===== config.mk =====
export PLATFORM = sky130hd
export DESIGN_NAME = uart_imem_loader_flat
export DESIGN_NICKNAME = d
export VERILOG_FILES = /design/src/rtl/uart_imem_loader_if.sv /design/src/rtl/uart_imem_loader.sv /design/src/flat_wrapper.sv
export SDC_FILE = /design/constraint.sdc
export NUM_CORES = 1
export LEC_CHECK = 0
export ABC_AREA = 1
export CAP_MARGIN = 0
export CORE_MARGIN = 3
export CORE_UTILIZATION = 59
export DETAILED_ROUTE_END_ITERATION = 10
export GPL_TIMING_DRIVEN = 1
export PLACE_DENSITY = 0.86
export SYNTH_ARGS = -nofsm -noshare
export SYNTH_HDL_FRONTEND = slang
export SYNTH_SLANG_ARGS = --single-unit

===== constraint.sdc =====
create_clock -name clk -period 4.6 [get_ports clk]
set_input_delay 0.92 -clock clk [delete_from_list [all_inputs] [get_ports clk]]
set_output_delay 0.92 -clock clk [all_outputs]
set_load 0.005 [all_outputs]

===== src/rtl/uart_imem_loader_if.sv =====
// rtl/uart_imem_loader_if.sv - UART byte-port and imem programming-port bundle
interface uart_imem_loader_if;
  logic        rx_data_present;
  logic [7:0]  uart_dout;
  logic        rx_ren;
  logic        tx_full;
  logic        tx_wen;
  logic [7:0]  uart_din;
  logic        imem_en;
  logic        imem_prog_ena;
  logic [31:0] imem_addr;
  logic [31:0] imem_din;

  modport master (
    input  rx_data_present, uart_dout, tx_full,
    output rx_ren, tx_wen, uart_din, imem_en, imem_prog_ena, imem_addr, imem_din
  );

  modport slave (
    output rx_data_present, uart_dout, tx_full,
    input  rx_ren, tx_wen, uart_din, imem_en, imem_prog_ena, imem_addr, imem_din
  );
endinterface


===== src/rtl/uart_imem_loader.sv =====
// rtl/uart_imem_loader.sv - UART boot loader writing a framed image into imem
module uart_imem_loader #(
  parameter logic [31:0] BASE_ADDR   = 32'h0000_0000,
  parameter int          MAX_WORDS   = 4096,
  parameter logic [7:0]  SYNC_BYTE   = 8'hA5,
  parameter int          TIMEOUT_CYC = 5_000_000
) (
  input  logic                clk,
  input  logic                Rst_n,
  input  logic                enable,
  uart_imem_loader_if.master  bus,
  output logic                core_hold,
  output logic                done,
  output logic                err
);

  localparam int              TW     = $clog2(TIMEOUT_CYC + 1);
  localparam logic [TW-1:0]   TMAX   = TW'(TIMEOUT_CYC);
  localparam logic [16:0]     MAXW   = 17'(MAX_WORDS);
  localparam logic [7:0]      CODE_K = 8'h4B;
  localparam logic [7:0]      CODE_E = 8'h45;
  localparam logic [7:0]      CODE_T = 8'h54;

  typedef enum logic [3:0] {
    S_IDLE, S_SYNC, S_CNT0, S_CNT1, S_DATA, S_WRITE, S_CSUM, S_RESP, S_DONE, S_ERR
  } state_t;

  state_t          state_q, state_d;
  logic            popped_q;
  logic [1:0]      bcnt_q, bcnt_d;
  logic [7:0]      cnt_lo_q, cnt_lo_d;
  logic [15:0]     count_q, count_d;
  logic [15:0]     idx_q, idx_d;
  logic [31:0]     word_q, word_d;
  logic [7:0]      sum_q, sum_d;
  logic [7:0]      code_q, code_d;
  logic [TW-1:0]   timer_q, timer_d;

  logic            want_byte, timed, timeout, pop, abort;
  logic [7:0]      rx_byte;
  logic [16:0]     cnt_full;

  always_comb begin
    state_d            = state_q;
    bcnt_d             = bcnt_q;
    cnt_lo_d           = cnt_lo_q;
    count_d            = count_q;
    idx_d              = idx_q;
    word_d             = word_q;
    sum_d              = sum_q;
    code_d             = code_q;
    bus.rx_ren         = 1'b0;
    bus.tx_wen         = 1'b0;
    bus.uart_din       = 8'h00;
    bus.imem_en        = 1'b0;
    bus.imem_prog_ena  = 1'b0;
    bus.imem_addr      = 32'h0;
    bus.imem_din       = 32'h0;

    rx_byte   = bus.uart_dout;
    cnt_full  = {1'b0, rx_byte, cnt_lo_q};
    want_byte = (state_q == S_SYNC) || (state_q == S_CNT0) || (state_q == S_CNT1) ||
                (state_q == S_DATA) || (state_q == S_CSUM);
    timed     = (state_q == S_CNT0) || (state_q == S_CNT1) || (state_q == S_DATA) ||
                (state_q == S_WRITE) || (state_q == S_CSUM);
    timeout   = timed && want_byte && (timer_q >= TMAX);
    abort     = !enable && (state_q != S_IDLE) && (state_q != S_DONE) && (state_q != S_ERR);
    // popped_q enforces the one-cycle gap the FWFT FIFO needs to present the next byte
    pop       = enable && want_byte && !timeout && bus.rx_data_present && !popped_q;
    bus.rx_ren = pop;
    timer_d   = (pop || !timed) ? '0 : timer_q + TW'(1);

    case (state_q)
      S_IDLE: if (enable) begin
        state_d = S_SYNC;
        idx_d   = 16'd0;
        sum_d   = 8'd0;
        bcnt_d  = 2'd0;
      end
      S_SYNC: if (pop && rx_byte == SYNC_BYTE) state_d = S_CNT0;
      S_CNT0: if (pop) begin
        cnt_lo_d = rx_byte;
        state_d  = S_CNT1;
      end
      S_CNT1: if (pop) begin
        count_d = cnt_full[15:0];
        if (cnt_full == 17'd0 || cnt_full > MAXW) begin
          code_d  = CODE_E;
          state_d = S_RESP;
        end else begin
          state_d = S_DATA;
        end
      end
      S_DATA: if (pop) begin
        word_d = {rx_byte, word_q[31:8]};
        sum_d  = sum_q + rx_byte;
        bcnt_d = bcnt_q + 2'd1;
        if (bcnt_q == 2'd3) state_d = S_WRITE;
      end
      S_WRITE: begin
        bus.imem_en       = 1'b1;
        bus.imem_prog_ena = 1'b1;
        bus.imem_addr     = BASE_ADDR + {14'd0, idx_q, 2'b00};
        bus.imem_din      = word_q;
        idx_d             = idx_q + 16'd1;
        state_d           = (idx_q + 16'd1 == count_q) ? S_CSUM : S_DATA;
      end
      S_CSUM: if (pop) begin
        code_d  = (rx_byte == sum_q) ? CODE_K : CODE_E;
        state_d = S_RESP;
      end
      S_RESP: if (!bus.tx_full) begin
        bus.tx_wen   = 1'b1;
        bus.uart_din = code_q;
        state_d      = (code_q == CODE_K) ? S_DONE : S_ERR;
      end
      S_DONE, S_ERR: if (!enable) state_d = S_IDLE;
      default: state_d = S_IDLE;
    endcase

    if (timeout) begin
      code_d  = CODE_T;
      state_d = S_RESP;
    end

    // an abort must not leak a final write or status byte in its own cycle
    if (abort) begin
      state_d           = S_IDLE;
      bus.tx_wen        = 1'b0;
      bus.uart_din      = 8'h00;
      bus.imem_en       = 1'b0;
      bus.imem_prog_ena = 1'b0;
      bus.imem_addr     = 32'h0;
      bus.imem_din      = 32'h0;
    end

    core_hold = (state_q != S_IDLE) && (state_q != S_DONE);
    done      = (state_q == S_DONE);
    err       = (state_q == S_ERR);
  end

  always_ff @(posedge clk) begin
    if (!Rst_n) begin
      state_q  <= S_IDLE;
      popped_q <= 1'b0;
      bcnt_q   <= 2'd0;
      cnt_lo_q <= 8'd0;
      count_q  <= 16'd0;
      idx_q    <= 16'd0;
      word_q   <= 32'd0;
      sum_q    <= 8'd0;
      code_q   <= 8'd0;
      timer_q  <= '0;
    end else begin
      state_q  <= state_d;
      popped_q <= pop;
      bcnt_q   <= bcnt_d;
      cnt_lo_q <= cnt_lo_d;
      count_q  <= count_d;
      idx_q    <= idx_d;
      word_q   <= word_d;
      sum_q    <= sum_d;
      code_q   <= code_d;
      timer_q  <= timer_d;
    end
  end

endmodule


===== src/flat_wrapper.sv =====
// flat-port wrapper written by rule: the top's interface ports become plain ports
module uart_imem_loader_flat 
#(
  parameter logic [31:0] BASE_ADDR   = 32'h0000_0000,
  parameter int          MAX_WORDS   = 4096,
  parameter logic [7:0]  SYNC_BYTE   = 8'hA5,
  parameter int          TIMEOUT_CYC = 5_000_000
)
  (clk, Rst_n, enable, core_hold, done, err, bus_rx_data_present, bus_uart_dout, bus_tx_full, bus_rx_ren, bus_tx_wen, bus_uart_din, bus_imem_en, bus_imem_prog_ena, bus_imem_addr, bus_imem_din);
  uart_imem_loader_if bus_i ();
  input  logic clk;
  input  logic Rst_n;
  input  logic enable;
  output logic core_hold;
  output logic done;
  output logic err;
  input wire logic [$bits(bus_i.rx_data_present)-1:0] bus_rx_data_present;
  input wire logic [$bits(bus_i.uart_dout)-1:0] bus_uart_dout;
  input wire logic [$bits(bus_i.tx_full)-1:0] bus_tx_full;
  output wire logic [$bits(bus_i.rx_ren)-1:0] bus_rx_ren;
  output wire logic [$bits(bus_i.tx_wen)-1:0] bus_tx_wen;
  output wire logic [$bits(bus_i.uart_din)-1:0] bus_uart_din;
  output wire logic [$bits(bus_i.imem_en)-1:0] bus_imem_en;
  output wire logic [$bits(bus_i.imem_prog_ena)-1:0] bus_imem_prog_ena;
  output wire logic [$bits(bus_i.imem_addr)-1:0] bus_imem_addr;
  output wire logic [$bits(bus_i.imem_din)-1:0] bus_imem_din;
  assign bus_i.rx_data_present = bus_rx_data_present;
  assign bus_i.uart_dout = bus_uart_dout;
  assign bus_i.tx_full = bus_tx_full;
  assign bus_rx_ren = bus_i.rx_ren;
  assign bus_tx_wen = bus_i.tx_wen;
  assign bus_uart_din = bus_i.uart_din;
  assign bus_imem_en = bus_i.imem_en;
  assign bus_imem_prog_ena = bus_i.imem_prog_ena;
  assign bus_imem_addr = bus_i.imem_addr;
  assign bus_imem_din = bus_i.imem_din;
  uart_imem_loader #(.BASE_ADDR(BASE_ADDR), .MAX_WORDS(MAX_WORDS), .SYNC_BYTE(SYNC_BYTE), .TIMEOUT_CYC(TIMEOUT_CYC)) u_core (.clk(clk), .Rst_n(Rst_n), .enable(enable), .bus(bus_i), .core_hold(core_hold), .done(done), .err(err));
endmodule

[Word level (Yosys, flattened, before mapping)]
Index checks and enable logic that the tools add are counted.
W data, S select, Z words.
Storage, ports and cells
  flip-flop bits (word level): 118
  word-level logic and storage cells: 141
Operators by class
  add/sub/neg operators: 4
  order comparisons: 2
  equality and inequality tests: 36
  muxes and demuxes: 40
  bitwise logic cells: 1
  reduce and logical (&&, ||, !) cells: 46
Operator list (count)
  $mux W32: 2
  $mux W8: 8
  $mux W4: 10
  $mux W18: 2
  $pmux W4 S9: 1
  $pmux W16 S2: 1
  $pmux W8 S2: 2
  $ne A3 B2 Y1 const B: 10
  $add A23 B1 Y23 const B: 1
  $ge A23 B23 Y1 const B: 1
  $ne A2 B2 Y1 const B: 10
  $reduce_and A9 Y1: 2
  $add A16 B1 Y16 const B: 1
  $eq A16 B16 Y1: 1
  $eq A4 B3 Y1 const B: 4
  $gt A16 B13 Y1 const B: 1
  $logic_not A16 Y1: 1
  $mux W16: 1
  $logic_and A1 B1 Y1: 11
  $logic_or A1 B1 Y1: 10
  $add A8 B8 Y8: 1
  $eq A4 B2 Y1 const B: 2
  $eq A4 B4 Y1 const B: 2
  $eq A8 B7 Y1 const B: 1
  other kinds (22): 43

[Logic depth before layout (Yosys ltp)]
  depth after elaboration: 15
  depth in mapped cells: 15

[Worst setup path before layout]
No wires, ideal clock.
  kind: input to output
  start: input port enable
  end: output port bus_imem_din[10]
  arrival time: 1.866 ns
  path slack: 1.814 ns
  stages: 6
  path through: nor4_2 nor2_1 inv_1 buf_2 buf_4 nor2_1
Between the ends
  cells in the longest elaborated chain, start to end: 5
RTL lines
  start: declaration: line flat_wrapper.sv:13  | input logic enable;
  $logic_not A1 Y1: line uart_imem_loader.sv:67  | abort = !enable && (state_q != S_IDLE) && (state_q != S_DONE) && (state_q != S_ERR);
  $logic_and A1 B1 Y1 (3 in series): line uart_imem_loader.sv:67
  $mux W32: line uart_imem_loader.sv:127  | if (abort) begin
  end: declaration: line flat_wrapper.sv:26  | output wire logic [$bits(bus_i.imem_din)-1:0] bus_imem_din;
Every way passes these cells.

[Final worst setup path]
  start: input port enable
  end: output port bus_imem_addr[2]
Between the ends
  cells in the longest elaborated chain, start to end: 5
RTL lines
  $logic_not A1 Y1: line uart_imem_loader.sv:67
  $logic_and A1 B1 Y1 (3 in series): line uart_imem_loader.sv:67
  $mux W18: line uart_imem_loader.sv:127
  end: declaration: line flat_wrapper.sv:25  | output wire logic [$bits(bus_i.imem_addr)-1:0] bus_imem_addr;
Every way passes these cells.

==> out/metrics.yaml <==
overflow: 0
ctsRootBufferMaster: "clkbuf_8"
dr.pass1.iters: 5
critPathArrivalTime_ps: 3000
die_area_mm2: 0.0118
power_frac_clock: 0.474
drt-total-wl_um: 15200
p_int_mw: 2.01
hp-start: "u_core.word_q[3]"
grt.met3_usage: 0.0527
cp_max_fo: 47
final_common_cell: "nand2_1"
rr_startpoint: "u_core.timer_q[10]"
grt_usage: 0.274
rsz0062_at_grt: "no"
setup_tns_ps: 0
relSlewSlack: 0.438
power.switching_mw: 0.865
grt_use_met2: 0.457
drt-vias-per-instance: 5.35
clock_latency_ps: 530
instances_no_fill: 1145
fmax_ghz: 0.255
core_mm2: 0.0100
antenna_cells: 0
cts_setup_buffers: 0
hold_buffers: 0
synth_area_leaders: "dfxtp_1 (37%), nand2_1 (11%), nor2_1 (8.1%)"
grt_pass1_vias: 5826
synthCells: 934
cts_tree: "done"
ys_warn_count: 0
num_io_pins: 92
ys_seq_elements: 115
dp_hpwl_um: 10300
tightest_slew_ps: 840
grt_max_degree: 68
syn_area_mm2: 0.00622
gp_congestion: 0.943
synth-edff-count: 0
initial_core_util: 0.622
cts_made_buffers: 17
layout_common_cells: "nand2_1 (188), nor2_1 (134), inv_1 (128), dfxtp_1 (115), a21oi_1 (99)"
setup_violations: 0
ys_seq_area_frac: 0.370
clk_pin_slew_ps: 60
end_kind: "primary output"
cts_htree_levels: 4
worst_setup_path_start_kind: "input pin"
grt_pass1_wl_um: 26200
status: "finished, final reports clean"
peakVddDrop_mv: 0.265
seq_power_share: 0.366
hp-class: "flip-flop to flip-flop"
cp.required_ps: 3680
period_share: 0.852
path_class: "input pin to primary output"
top_usage_layer: "met2"
drive_above_1_share: 0.0573
numClockSinks: 115
regToRegEndpoint: "u_core.count_q[9]"
fin_util: 0.749
synthToLayoutAreaGrowth_pct: 20.6
cts_resized: 0
synth_flop_cell: "dfxtp_1"
use_met1: 0.352
num_vias: 6131
maxSlewViolCount: 0
drc: 0
die_x_um: 109
ys_types: 45
hold_viol_final: 0
die_h_um: 109
syn_avg_cell_area_um2: 6.66
fillerInstances: 799
place_inst: 1113
drtIter0Drc: 456
rows: 36
hold_end: "u_core.word_q[3]"
whs_path_depth: 2
p_leak_nw: 2.78
synthArstFlopShare: 0
skew_ps: 9.14
period_needed_ps: 3920
rrSetupSlack_ps: 2040
nNetsFinal: 1024
routedWlPerCell_um: 13.3
combPwrFrac: 0.159
drtAntennaViolNets: 0
power.density_mw_per_mm2: 383
swShare: 0.301
clockBufferDepth: 2
cap_violations: 0
yosys.area.top_type: "dfxtp_1"
synth_top_area_frac: 0.370
worst_r2r_path_depth: 12
antenna_found_initial: 0
portBuffers: 73
[layout make-up]
type / instances / area [um2] / area share
clock buffer: 17 / 414 / 0.0553
inverter: 136 / 515 / 0.0688
timing repair buffer: 78 / 768 / 0.103
sequential: 115 / 2300 / 0.307
multi-input combinational: 651 / 3130 / 0.418
clock inverter: 15 / 195 / 0.0260
tap: 133 / 166 / 0.0222
[power groups by stage]
stage | Combinational, mW | Sequential [mW] | Clock, mW
after floorplan | 0.335 | 1.07 | 0
after global placement | 0.444 | 1.07 | 0
after detailed placement | 0.449 | 1.07 | 0
after CTS | 0.454 | 1.05 | 1.37
after global routing | 0.515 | 1.06 | 1.42
final | 0.458 | 1.05 | 1.36
[layer usage]
metal / share of wire / vias up / wire, um
li1: - / 3088 / -
met1: 0.43 / 2782 / 6610
met2: 0.48 / 226 / 7350
met3: 0.065 / 35 / 997
met4: 0.019 / 0 / 294
met5: 0 / - / 0
[per-stage QoR]
stage	hold slack (ps)	worst slack, ps	cell area, um2	power, mW
6_report	456	682	7490	2.87
5_1_grt	478	531	7490	3.00
4_1_cts	456	705	7490	2.88
3_5_place_dp	446	707	6880	1.52
3_3_place_gp	442	759	6880	1.52
2_1_floorplan	430	1810	6280	1.40
[worst max-delay path, stage by stage]
cell,delay [ps]
clkdlybuf4s50_1,490
nor4_2,400
nor2_1,130
inv_1,70
buf_4,400
nor2_1,100
clkdlybuf4s50_1,460
[cells in the mapped netlist (3+ instances only)]
library cell	number
inv_2	4
inv_1	128
dfxtp_1	115
nand2_1	188
nor3_1	9
nor4_1	6
nand3_1	55
buf_4	23
clkbuf_1	10
ha_1	11
nand2_2	3
xor2_1	14
buf_2	8
nor2_1	134
nor2_2	3
nand4_1	19
o21ai_1	13
a21oi_1	99
xnor2_1	4
buf_6	5
o21ai_0	54
[flip-flops by register name, summed over array words and instances (netlist names)]
signal	flops
u_core.code_q	5
u_core.bcnt_q	2
u_core.count_q	16
u_core.word_q	32
u_core.idx_q	16
u_core.sum_q	8
u_core.popped_q	1
u_core.cnt_lo_q	8
u_core.timer_q	23
u_core.state_q	4
[logic make-up (layout without fill, tap and decap cells)]
logic type | after synthesis | after routing | synth area share
AO/OA/AOI/OAI | 171 | 171 | 0.140
XOR/XNOR | 19 | 19 | 0.0290
adder cells (fa/ha/maj) | 12 | 12 | 0.0254
buffers and inverters | 185 | 246 | 0.136
flip-flops | 115 | 115 | 0.370
other | 1 | 18 | 0.000603
AND/OR/NAND/NOR | 431 | 431 | 0.299
[how the worst max path moves through the flow]
| stage | from | slack [ps] | to |
|---|---|---|---|
| 6_report | enable | 680 | bus_imem_addr[2] |
| 5_1_grt | enable | 530 | bus_imem_addr[2] |
| 4_1_cts | enable | 710 | bus_imem_din[31] |
| 3_5_place_dp | enable | 710 | bus_imem_addr[2] |
| 3_3_place_gp | enable | 760 | bus_imem_din[16] |
| 2_1_floorplan | enable | 1810 | bus_imem_din[10] |
Note: power is estimated with default switching activity, not from simulation.
